### src/rtl/axi_wr_mux_rr.sv
// ---------------------------------------------------------------------------------------------
// axi_wr_mux_rr
//
// N-master to 1-slave AXI4 write-channel multiplexer with a built-in round-robin arbiter.
// One master owns the slave for a whole write transaction: its AW handshake, every W beat
// and finally the B handshake. Ownership is released only once B has been accepted.
// WLAST toward the slave is regenerated from AWLEN; a master whose own WLAST disagrees
// with the beat count raises a one-cycle wlast_err pulse.
//
// Ports
//   ACLK, ARESET        clock (rising edge) and synchronous active-high reset
//   m_AW*               per-master AW fields, packed; master i occupies slice i
//   m_AWVALID/AWREADY   per-master AW handshake
//   m_W*                per-master W fields, packed
//   m_WVALID/WREADY     per-master W handshake
//   m_BID, m_BRESP      B ID/response broadcast to all masters
//   m_BVALID/BREADY     per-master B handshake
//   s_AW*, s_W*, s_B*   single slave-side write channels
//   grant               one-hot current owner, zero when idle
//   busy                high while a transaction is in flight
//   wlast_err           one-cycle pulse after a W handshake with a wrong master WLAST
// ---------------------------------------------------------------------------------------------
module axi_wr_mux_rr #(
    parameter int unsigned NUM_MASTERS = 4,
    parameter int unsigned DATA_WIDTH  = 64,
    parameter int unsigned ADDR_WIDTH  = 32,
    parameter int unsigned ID_WIDTH    = 4,
    parameter int unsigned USER_WIDTH  = 1,
    parameter int unsigned STRB_WIDTH  = DATA_WIDTH / 8,
    parameter int unsigned IDX_WIDTH   = $clog2(NUM_MASTERS)
) (
    input  logic                              ACLK,
    input  logic                              ARESET,

    // Master-side AW
    input  logic [NUM_MASTERS*ID_WIDTH-1:0]   m_AWID,
    input  logic [NUM_MASTERS*ADDR_WIDTH-1:0] m_AWADDR,
    input  logic [NUM_MASTERS*8-1:0]          m_AWLEN,
    input  logic [NUM_MASTERS*3-1:0]          m_AWSIZE,
    input  logic [NUM_MASTERS*2-1:0]          m_AWBURST,
    input  logic [NUM_MASTERS-1:0]            m_AWLOCK,
    input  logic [NUM_MASTERS*4-1:0]          m_AWCACHE,
    input  logic [NUM_MASTERS*3-1:0]          m_AWPROT,
    input  logic [NUM_MASTERS*4-1:0]          m_AWQOS,
    input  logic [NUM_MASTERS*4-1:0]          m_AWREGION,
    input  logic [NUM_MASTERS*USER_WIDTH-1:0] m_AWUSER,
    input  logic [NUM_MASTERS-1:0]            m_AWVALID,
    output logic [NUM_MASTERS-1:0]            m_AWREADY,

    // Master-side W
    input  logic [NUM_MASTERS*DATA_WIDTH-1:0] m_WDATA,
    input  logic [NUM_MASTERS*STRB_WIDTH-1:0] m_WSTRB,
    input  logic [NUM_MASTERS-1:0]            m_WLAST,
    input  logic [NUM_MASTERS*USER_WIDTH-1:0] m_WUSER,
    input  logic [NUM_MASTERS-1:0]            m_WVALID,
    output logic [NUM_MASTERS-1:0]            m_WREADY,

    // Master-side B
    output logic [ID_WIDTH-1:0]               m_BID,
    output logic [1:0]                        m_BRESP,
    output logic [NUM_MASTERS-1:0]            m_BVALID,
    input  logic [NUM_MASTERS-1:0]            m_BREADY,

    // Slave-side AW
    output logic [ID_WIDTH-1:0]               s_AWID,
    output logic [ADDR_WIDTH-1:0]             s_AWADDR,
    output logic [7:0]                        s_AWLEN,
    output logic [2:0]                        s_AWSIZE,
    output logic [1:0]                        s_AWBURST,
    output logic                              s_AWLOCK,
    output logic [3:0]                        s_AWCACHE,
    output logic [2:0]                        s_AWPROT,
    output logic [3:0]                        s_AWQOS,
    output logic [3:0]                        s_AWREGION,
    output logic [USER_WIDTH-1:0]             s_AWUSER,
    output logic                              s_AWVALID,
    input  logic                              s_AWREADY,

    // Slave-side W
    output logic [DATA_WIDTH-1:0]             s_WDATA,
    output logic [STRB_WIDTH-1:0]             s_WSTRB,
    output logic                              s_WLAST,
    output logic [USER_WIDTH-1:0]             s_WUSER,
    output logic                              s_WVALID,
    input  logic                              s_WREADY,

    // Slave-side B
    input  logic [ID_WIDTH-1:0]               s_BID,
    input  logic [1:0]                        s_BRESP,
    input  logic                              s_BVALID,
    output logic                              s_BREADY,

    // Status
    output logic [NUM_MASTERS-1:0]            grant,
    output logic                              busy,
    output logic                              wlast_err
);

    localparam logic [1:0] StIdle = 2'd0;
    localparam logic [1:0] StAddr = 2'd1;
    localparam logic [1:0] StData = 2'd2;
    localparam logic [1:0] StResp = 2'd3;

    localparam logic [IDX_WIDTH-1:0]   LastIdx = IDX_WIDTH'(NUM_MASTERS - 1);
    localparam logic [NUM_MASTERS-1:0] OneHot0 = {{(NUM_MASTERS-1){1'b0}}, 1'b1};

    logic [1:0]             state_q, state_d;
    logic [IDX_WIDTH-1:0]   rr_ptr_q, rr_ptr_d;
    logic [IDX_WIDTH-1:0]   g_q, g_d;
    logic [NUM_MASTERS-1:0] grant_q, grant_d;
    logic [7:0]             beat_cnt_q, beat_cnt_d;
    logic                   wlast_err_q, wlast_err_d;

    logic                   arb_found;
    logic [IDX_WIDTH-1:0]   arb_idx;
    logic                   aw_hs, w_hs, b_hs;
    logic                   last_beat;
    logic                   m_wlast_sel;

    // ------------------------------------------------------------------
    // Round-robin pick: first requester scanning rr_ptr, rr_ptr+1, ...
    // ------------------------------------------------------------------
    always_comb begin
        int unsigned cand;
        cand      = 0;
        arb_found = 1'b0;
        arb_idx   = '0;
        for (int unsigned i = 0; i < NUM_MASTERS; i++) begin
            cand = 32'(rr_ptr_q) + i;
            if (cand >= NUM_MASTERS) begin
                cand = cand - NUM_MASTERS;
            end
            if (!arb_found && m_AWVALID[cand[IDX_WIDTH-1:0]]) begin
                arb_found = 1'b1;
                arb_idx   = cand[IDX_WIDTH-1:0];
            end
        end
    end

    // ------------------------------------------------------------------
    // Field mux: AND-OR select on the one-hot grant, so every s_* field
    // is zero whenever no master owns the slave.
    // ------------------------------------------------------------------
    always_comb begin
        s_AWID      = '0;
        s_AWADDR    = '0;
        s_AWLEN     = '0;
        s_AWSIZE    = '0;
        s_AWBURST   = '0;
        s_AWLOCK    = 1'b0;
        s_AWCACHE   = '0;
        s_AWPROT    = '0;
        s_AWQOS     = '0;
        s_AWREGION  = '0;
        s_AWUSER    = '0;
        s_WDATA     = '0;
        s_WSTRB     = '0;
        s_WUSER     = '0;
        m_wlast_sel = 1'b0;
        for (int unsigned i = 0; i < NUM_MASTERS; i++) begin
            if (grant_q[i]) begin
                s_AWID      = m_AWID[i*ID_WIDTH +: ID_WIDTH];
                s_AWADDR    = m_AWADDR[i*ADDR_WIDTH +: ADDR_WIDTH];
                s_AWLEN     = m_AWLEN[i*8 +: 8];
                s_AWSIZE    = m_AWSIZE[i*3 +: 3];
                s_AWBURST   = m_AWBURST[i*2 +: 2];
                s_AWLOCK    = m_AWLOCK[i];
                s_AWCACHE   = m_AWCACHE[i*4 +: 4];
                s_AWPROT    = m_AWPROT[i*3 +: 3];
                s_AWQOS     = m_AWQOS[i*4 +: 4];
                s_AWREGION  = m_AWREGION[i*4 +: 4];
                s_AWUSER    = m_AWUSER[i*USER_WIDTH +: USER_WIDTH];
                s_WDATA     = m_WDATA[i*DATA_WIDTH +: DATA_WIDTH];
                s_WSTRB     = m_WSTRB[i*STRB_WIDTH +: STRB_WIDTH];
                s_WUSER     = m_WUSER[i*USER_WIDTH +: USER_WIDTH];
                m_wlast_sel = m_WLAST[i];
            end
        end
    end

    // Handshakes are qualified by state; non-owners always see READY/BVALID low,
    // which also holds off any W a master presents before its AW is through.
    assign s_AWVALID = (state_q == StAddr) && |(m_AWVALID & grant_q);
    assign m_AWREADY = ((state_q == StAddr) && s_AWREADY) ? grant_q : '0;

    assign last_beat = (beat_cnt_q == 8'd0);
    assign s_WVALID  = (state_q == StData) && |(m_WVALID & grant_q);
    assign s_WLAST   = (state_q == StData) && last_beat;
    assign m_WREADY  = ((state_q == StData) && s_WREADY) ? grant_q : '0;

    assign m_BID     = s_BID;
    assign m_BRESP   = s_BRESP;
    assign m_BVALID  = ((state_q == StResp) && s_BVALID) ? grant_q : '0;
    assign s_BREADY  = (state_q == StResp) && |(m_BREADY & grant_q);

    assign aw_hs = s_AWVALID && s_AWREADY;
    assign w_hs  = s_WVALID && s_WREADY;
    assign b_hs  = s_BVALID && s_BREADY;

    assign grant     = grant_q;
    assign busy      = (state_q != StIdle);
    assign wlast_err = wlast_err_q;

    // ------------------------------------------------------------------
    // Next-state logic
    // ------------------------------------------------------------------
    always_comb begin
        state_d     = state_q;
        rr_ptr_d    = rr_ptr_q;
        g_d         = g_q;
        grant_d     = grant_q;
        beat_cnt_d  = beat_cnt_q;
        wlast_err_d = w_hs && (m_wlast_sel != last_beat);

        case (state_q)
            StIdle: begin
                if (arb_found) begin
                    g_d     = arb_idx;
                    grant_d = OneHot0 << arb_idx;
                    state_d = StAddr;
                end
            end
            StAddr: begin
                // A master that drops AWVALID keeps the grant until it handshakes.
                if (aw_hs) begin
                    beat_cnt_d = s_AWLEN;
                    state_d    = StData;
                end
            end
            StData: begin
                if (w_hs) begin
                    if (last_beat) begin
                        state_d = StResp;
                    end else begin
                        beat_cnt_d = beat_cnt_q - 8'd1;
                    end
                end
            end
            StResp: begin
                if (b_hs) begin
                    rr_ptr_d = (g_q == LastIdx) ? '0 : g_q + IDX_WIDTH'(1);
                    grant_d  = '0;
                    state_d  = StIdle;
                end
            end
            default: begin
                state_d = StIdle;
                grant_d = '0;
            end
        endcase
    end

    // ------------------------------------------------------------------
    // State registers; reset abandons any transaction in flight.
    // ------------------------------------------------------------------
    always_ff @(posedge ACLK) begin
        if (ARESET) begin
            state_q     <= StIdle;
            rr_ptr_q    <= '0;
            g_q         <= '0;
            grant_q     <= '0;
            beat_cnt_q  <= '0;
            wlast_err_q <= 1'b0;
        end else begin
            state_q     <= state_d;
            rr_ptr_q    <= rr_ptr_d;
            g_q         <= g_d;
            grant_q     <= grant_d;
            beat_cnt_q  <= beat_cnt_d;
            wlast_err_q <= wlast_err_d;
        end
    end

endmodule

### config.mk
export PLATFORM = sky130hd
export DESIGN_NAME = axi_wr_mux_rr
export DESIGN_NICKNAME = d
export VERILOG_FILES = /design/src/rtl/axi_wr_mux_rr.sv
export SDC_FILE = /design/constraint.sdc
export NUM_CORES = 1
export LEC_CHECK = 0
export BUFFER_PORTS_ARGS = -buffer_cell sky130_fd_sc_hd__buf_4
export CAP_MARGIN = 5
export CELL_PAD_IN_SITES_DETAIL_PLACEMENT = 1
export CELL_PAD_IN_SITES_GLOBAL_PLACEMENT = 1
export CORE_AREA = 4 4 286 288
export CTS_CLUSTER_SIZE = 14
export DETAILED_ROUTE_END_ITERATION = 10
export DIE_AREA = 0 0 290 292
export MAX_ROUTING_LAYER = met4
export PLACE_DENSITY = 0.48
export SYNTH_ARGS = -nofsm -noshare
export SYNTH_HDL_FRONTEND = slang
export SYNTH_SLANG_ARGS = --single-unit
export TNS_END_PERCENT = 1
### constraint.sdc
create_clock -name ACLK -period 2.7 [get_ports ACLK]
set_input_delay 0.405 -clock ACLK [delete_from_list [all_inputs] [get_ports ACLK]]
set_output_delay 0.405 -clock ACLK [all_outputs]
set_load 0.005 [all_outputs]
# Yosys cells after proc, flatten, opt, wreduce, memory -nomap -nowiden
# Index checks and enable logic that the tools add are counted.
# word_totals
ff_bits	19
input_bits	583
output_inout_bits	167
word_cells	165
# classes
n_addsub	9
magnitude_cmp	8
eq_ne	11
shift	1
mux	97
bitwise	3
reduce_logical	30
# op_table
op	count
2-to-1 mux 64 bit	4
2-to-1 mux 32 bit	4
2-to-1 mux 8 bit	11
2-to-1 mux 4 bit	21
2-to-1 mux 2 bit	18
2-to-1 mux 1 bit	24
2-to-1 mux 3 bit	8
case mux 8 bit (2 select lines)	1
logical AND 1 bit	14
bitwise AND 4 bit	3
less-than comparator 2 x 3 -> 1 bit (second input constant)	4
!= test 2 bit (second input constant)	6
OR reduction 4 bit	3
greater-or-equal comparator 3 bit (second input constant)	3
binary-select mux 1 bit (select 2 bit)	4
zero test 8 bit	1
case mux 2 bit (4 select lines)	1
case mux 4 bit (2 select lines)	1
subtractor 2 x 1 -> 2 bit (second input constant)	4
subtractor 8 x 1 -> 8 bit (second input constant)	1
adder 2 x 2 -> 3 bit (second input constant)	2
equality test 2 bit (second input constant)	3
nonzero test 2 bit	3
AND reduction 5 bit	1
other kinds (11)	14

# Depth between registers and ports, before layout
# logic_depth
depth_word	17
ltp_mapped	8
ltp_nobuf	6

# Worst setup path before layout
# Ideal clock, no wire load.
# synth_timing
kind	reg-to-output
start	register grant_q[3] (netlist: grant[3])
end	output port s_AWADDR[0]
t_arrival_ps	1396
required_ps	2295
path_slack_ps	899
stages_incl_launch_ff	7
n_path_buf	4
path_cell_list	dfxtp_1 > buf_4 > buf_4 > buf_2 > clkbuf_1 > nand2_1 > o21ai_0
# synth_via
elab_chain_len	1
# synth_lines
element	line_no	rtl
start, declared	110	logic [NUM_MASTERS-1:0] grant_q, grant_d;
start signal, assigned	268	grant_q <= grant_d;
2-to-1 mux 32 bit	161	if (grant_q[i]) begin
end, declared	66	output logic [ADDR_WIDTH-1:0] s_AWADDR,
# Every way passes these cells.

# Worst setup path after layout
# layout_timing
start	register grant_q[1] (netlist: grant[1])
end	output port s_WSTRB[2]
# layout_via
elab_chain_len	3
# layout_lines
element	line_no	rtl
2-to-1 mux 8 bit (3 in series)	161	
end, declared	81	output logic [STRB_WIDTH-1:0] s_WSTRB,
# Every way passes these cells.

==> flow_metrics.py <==
metrics = {
    "detailed_routing": {
        "drt_first_pass_iters": 5,
        "vias_per_cell": 3.707,
        "wl_mm": 52.22,
        "ant_nets": 0,
        "drtIter0Drc": 368,
        "post_drt_wl_per_cell_um": 19.38,
        "via_count": 9988,
        "post-route-drc-count": 0,
    },
    "synthesis": {
        "synth-edff-count": 0,
        "yosysSeqAreaShare_pct": 6.950,
        "synthCells": 959,
        "synth.avg_cell_area_um2": 5.707,
        "synth_ff_type": "dfxtp_1",
        "synth_area_leader_cell": "a22oi_1",
        "synth_seq_cells": 19,
        "synthesis.area_um2": 5473,
        "ys_warn_count": 0,
        "async_flop_share_pct": 0,
        "synth.top_cell.area_share_pct": 18.66,
        "syn_nets": 1549,
        "synth_cell_types": 58,
        "synth_area_leaders": "a22oi_1 (19%), a21oi_1 (13%), o21ai_0 (12%)",
    },
    "grt": {
        "track_usage_pct": 11.63,
        "antenna_found_initial": 3,
        "grt_overflow": 0,
        "grt_pass1_vias": 10960,
        "grt_pass1_wl_mm": 73.59,
        "grt_max_degree": 76,
    },
    "floorplanning": {
        "dieArea_um2": 84680,
        "initial_utilization_pct": 6.939,
        "fp.coreArea_um2": 78870,
        "die_w_um": 290,
        "num_io_pins": 750,
        "num_rows": 103,
        "die_y_um": 292,
    },
    "worst_setup_path": {
        "worstSetupPathType": "flop to output port",
        "worst-endpoint-required_ns": 2.30,
        "end_kind": "output port",
        "start_kind": "flop",
        "critPathMaxFanout": 9,
        "arrival_ns": 2.14,
    },
    "min_path": {
        "hold_path_class": "flop to flop",
    },
    "cts": {
        "cts_buffers": 3,
        "clk_latency_ns": 0.25,
        "cts_buffer_depth": 2,
        "cts_root_buffer": "clkbuf_16",
        "clk_pin_slew_ns": 0.06,
        "cts_hold_buffers": 0,
        "cts.sinks": 19,
        "htreeDepth": 1,
        "cts_tree": "yes",
    },
    "timing": {
        "worst-slew-pin-transition_ns": 0.7679,
        "slew-limit-headroom_pct": 48.33,
        "skew_ns": 0.001584,
        "fmax_mhz": 392.3,
        "rsz0062_at_grt": "true",
        "hold_viol": 0,
        "slew_violations": 0,
        "setup_violations": 0,
        "min_period_ns": 2.549,
        "period_share_pct": 94.41,
        "setup_ws_ns": 0.1508,
    },
    "final_layout": {
        "drive_gt1_share_pct": 49.70,
        "fin_nets": 2233,
        "area_growth_pct": 126.5,
    },
    "placed_design": {
        "dp_slack_ns": 0.09422,
        "dp.final_hpwl_mm": 44.91,
        "gp_congestion": 0.9410,
        "port_buffers": 737,
    },
    "power_and_ir_drop": {
        "ir_worst_vdd_mv": 0.1965,
        "power_density_nw_per_um2": 457.9,
        "total_power_mw": 5.676,
        "leakagePower_nw": 5.586,
    },
    "run": {
        "cap_viol_max_count": 0,
    },
    "outcome": {
        "outcome": "finished, final reports clean",
    },
}
[cells by family after synthesis]
logic type | synth area share, %
AOI/OAI and AO/OA | 54.14
and+or+nand+nor | 25.93
buffers and inverters | 10.29
DFF | 6.950
adders and majority gates | 1.600
muxes | 0.9374
xor gates and xnor gates | 0.1601
[power by group]
| part | total (mW) | internal [mW] | switching [mW] |
|---|---|---|---|
| Combinational | 4.94 | 2.38 | 2.56 |
| Sequential | 0.419 | 0.339 | 0.0799 |
| Clock | 0.313 | 0.201 | 0.112 |
[per-layer routing]
layer | track usage, % | wire, um
met5 | - | 0
met4 | 0.9116 | 331
met3 | 2.784 | 3457
met2 | 20.73 | 26490
met1 | 13.84 | 21940
[metrics by stage]
| step | hold WS [ns] | instance area [um2] | std cells | util (%) | setup TNS [ns] |
|---|---|---|---|---|---|
| finish | 0.4811 | 12400 | 2694 | 15.72 | 0 |
| global route | 0.5085 | 12400 | 2694 | 15.72 | -0.01398 |
| CTS | 0.4883 | 12370 | 2690 | 15.69 | 0 |
| detailed placement | 0.4797 | 12300 | 2686 | 15.59 | 0 |
| global placement | 0.4714 | 12300 | 2686 | 15.59 | 0 |
| floorplan | 0.4545 | 5473 | 959 | - | 0 |
[critical path, cell delays in order (launching register included)]
cell and delay (ns):
dfxtp_4 0.37, and2b_4 0.38, buf_4 0.23, a22oi_1 0.08
nor2_1 0.14, a21oi_1 0.06, o21ai_0 0.37, buf_4 0.23
[synth_stat cells (6+ instances only)]
cell type / number
ha_1: 7
dfxtp_1: 19
o21ai_0: 131
nand2_1: 146
buf_4: 9
buf_2: 62
a22oi_1: 136
nor2_1: 150
and3_1: 11
o31ai_1: 9
nor2b_1: 8
inv_1: 12
clkbuf_1: 32
a21oi_1: 144
o22ai_1: 6
[registers in the layout, summed over array words and instances, names as in the netlist]
signal,cells
beat_cnt_q,8
g_q,2
grant,4
rr_ptr_q,2
state_q,2
wlast_err,1
[cell usage in the layout (no fill, tap or decap), types with 2 or more instances in the layout]
| master | instances |
|---|---|
| buf_12 | 11 |
| a221oi_1 | 4 |
| a31oi_1 | 2 |
| nor2_1 | 150 |
| nor4_1 | 3 |
| ha_1 | 7 |
| a21oi_1 | 143 |
| nand2b_1 | 4 |
| a22oi_1 | 136 |
| o21ai_1 | 5 |
| a221oi_4 | 2 |
| clkbuf_16 | 3 |
| o211ai_1 | 2 |
| mux2i_1 | 4 |
| o22ai_1 | 6 |
| o32ai_2 | 2 |
| a22o_1 | 4 |
| o21ai_0 | 127 |
| o31ai_1 | 9 |
| diode_2 | 2 |
| dfxtp_4 | 3 |
| a221oi_2 | 4 |
| nand2_1 | 146 |
| and3_1 | 11 |
| o311ai_1 | 4 |
| o2bb2ai_1 | 2 |
| buf_4 | 774 |
| nand4_1 | 3 |
| nor3_2 | 2 |
| nor2b_1 | 8 |
| nor3_1 | 3 |
| o31ai_2 | 3 |
| inv_1 | 12 |
| a21oi_2 | 4 |
| dfxtp_1 | 16 |
[final timing paths]
path | depth (start not counted) | slack [ns] | end | start
setup / recovery | 7 | 0.15 | s_WSTRB[2] | grant[1]
hold / removal | 2 | 0.48 | beat_cnt_q[4] | beat_cnt_q[4]
setup reg to reg | 5 | 0.56 | beat_cnt_q[2] | grant[3]
hold reg to reg | 2 | 0.48 | beat_cnt_q[4] | beat_cnt_q[4]
[timing repair]
| action | in CTS | in global routing |
|---|---|---|
| buffers inserted | 0 | 2 |
| gates resized for setup | 3 | 2 |
| setup endpoints to repair | 3 | 6 |
| pin swaps | 0 | 0 |
[final cells by class]
type | instances | area (um2)
diodes | 2 | 5.005
clock buffers | 4 | 78.83
well taps | 1050 | 1314
flip-flops and latches | 19 | 391.6
fillers | 9793 | 66470
repair buffers | 785 | 6031
multi-input cells | 822 | 4533
inverters | 12 | 45.04
No activity file was read; power rests on OpenSTA's default activity.
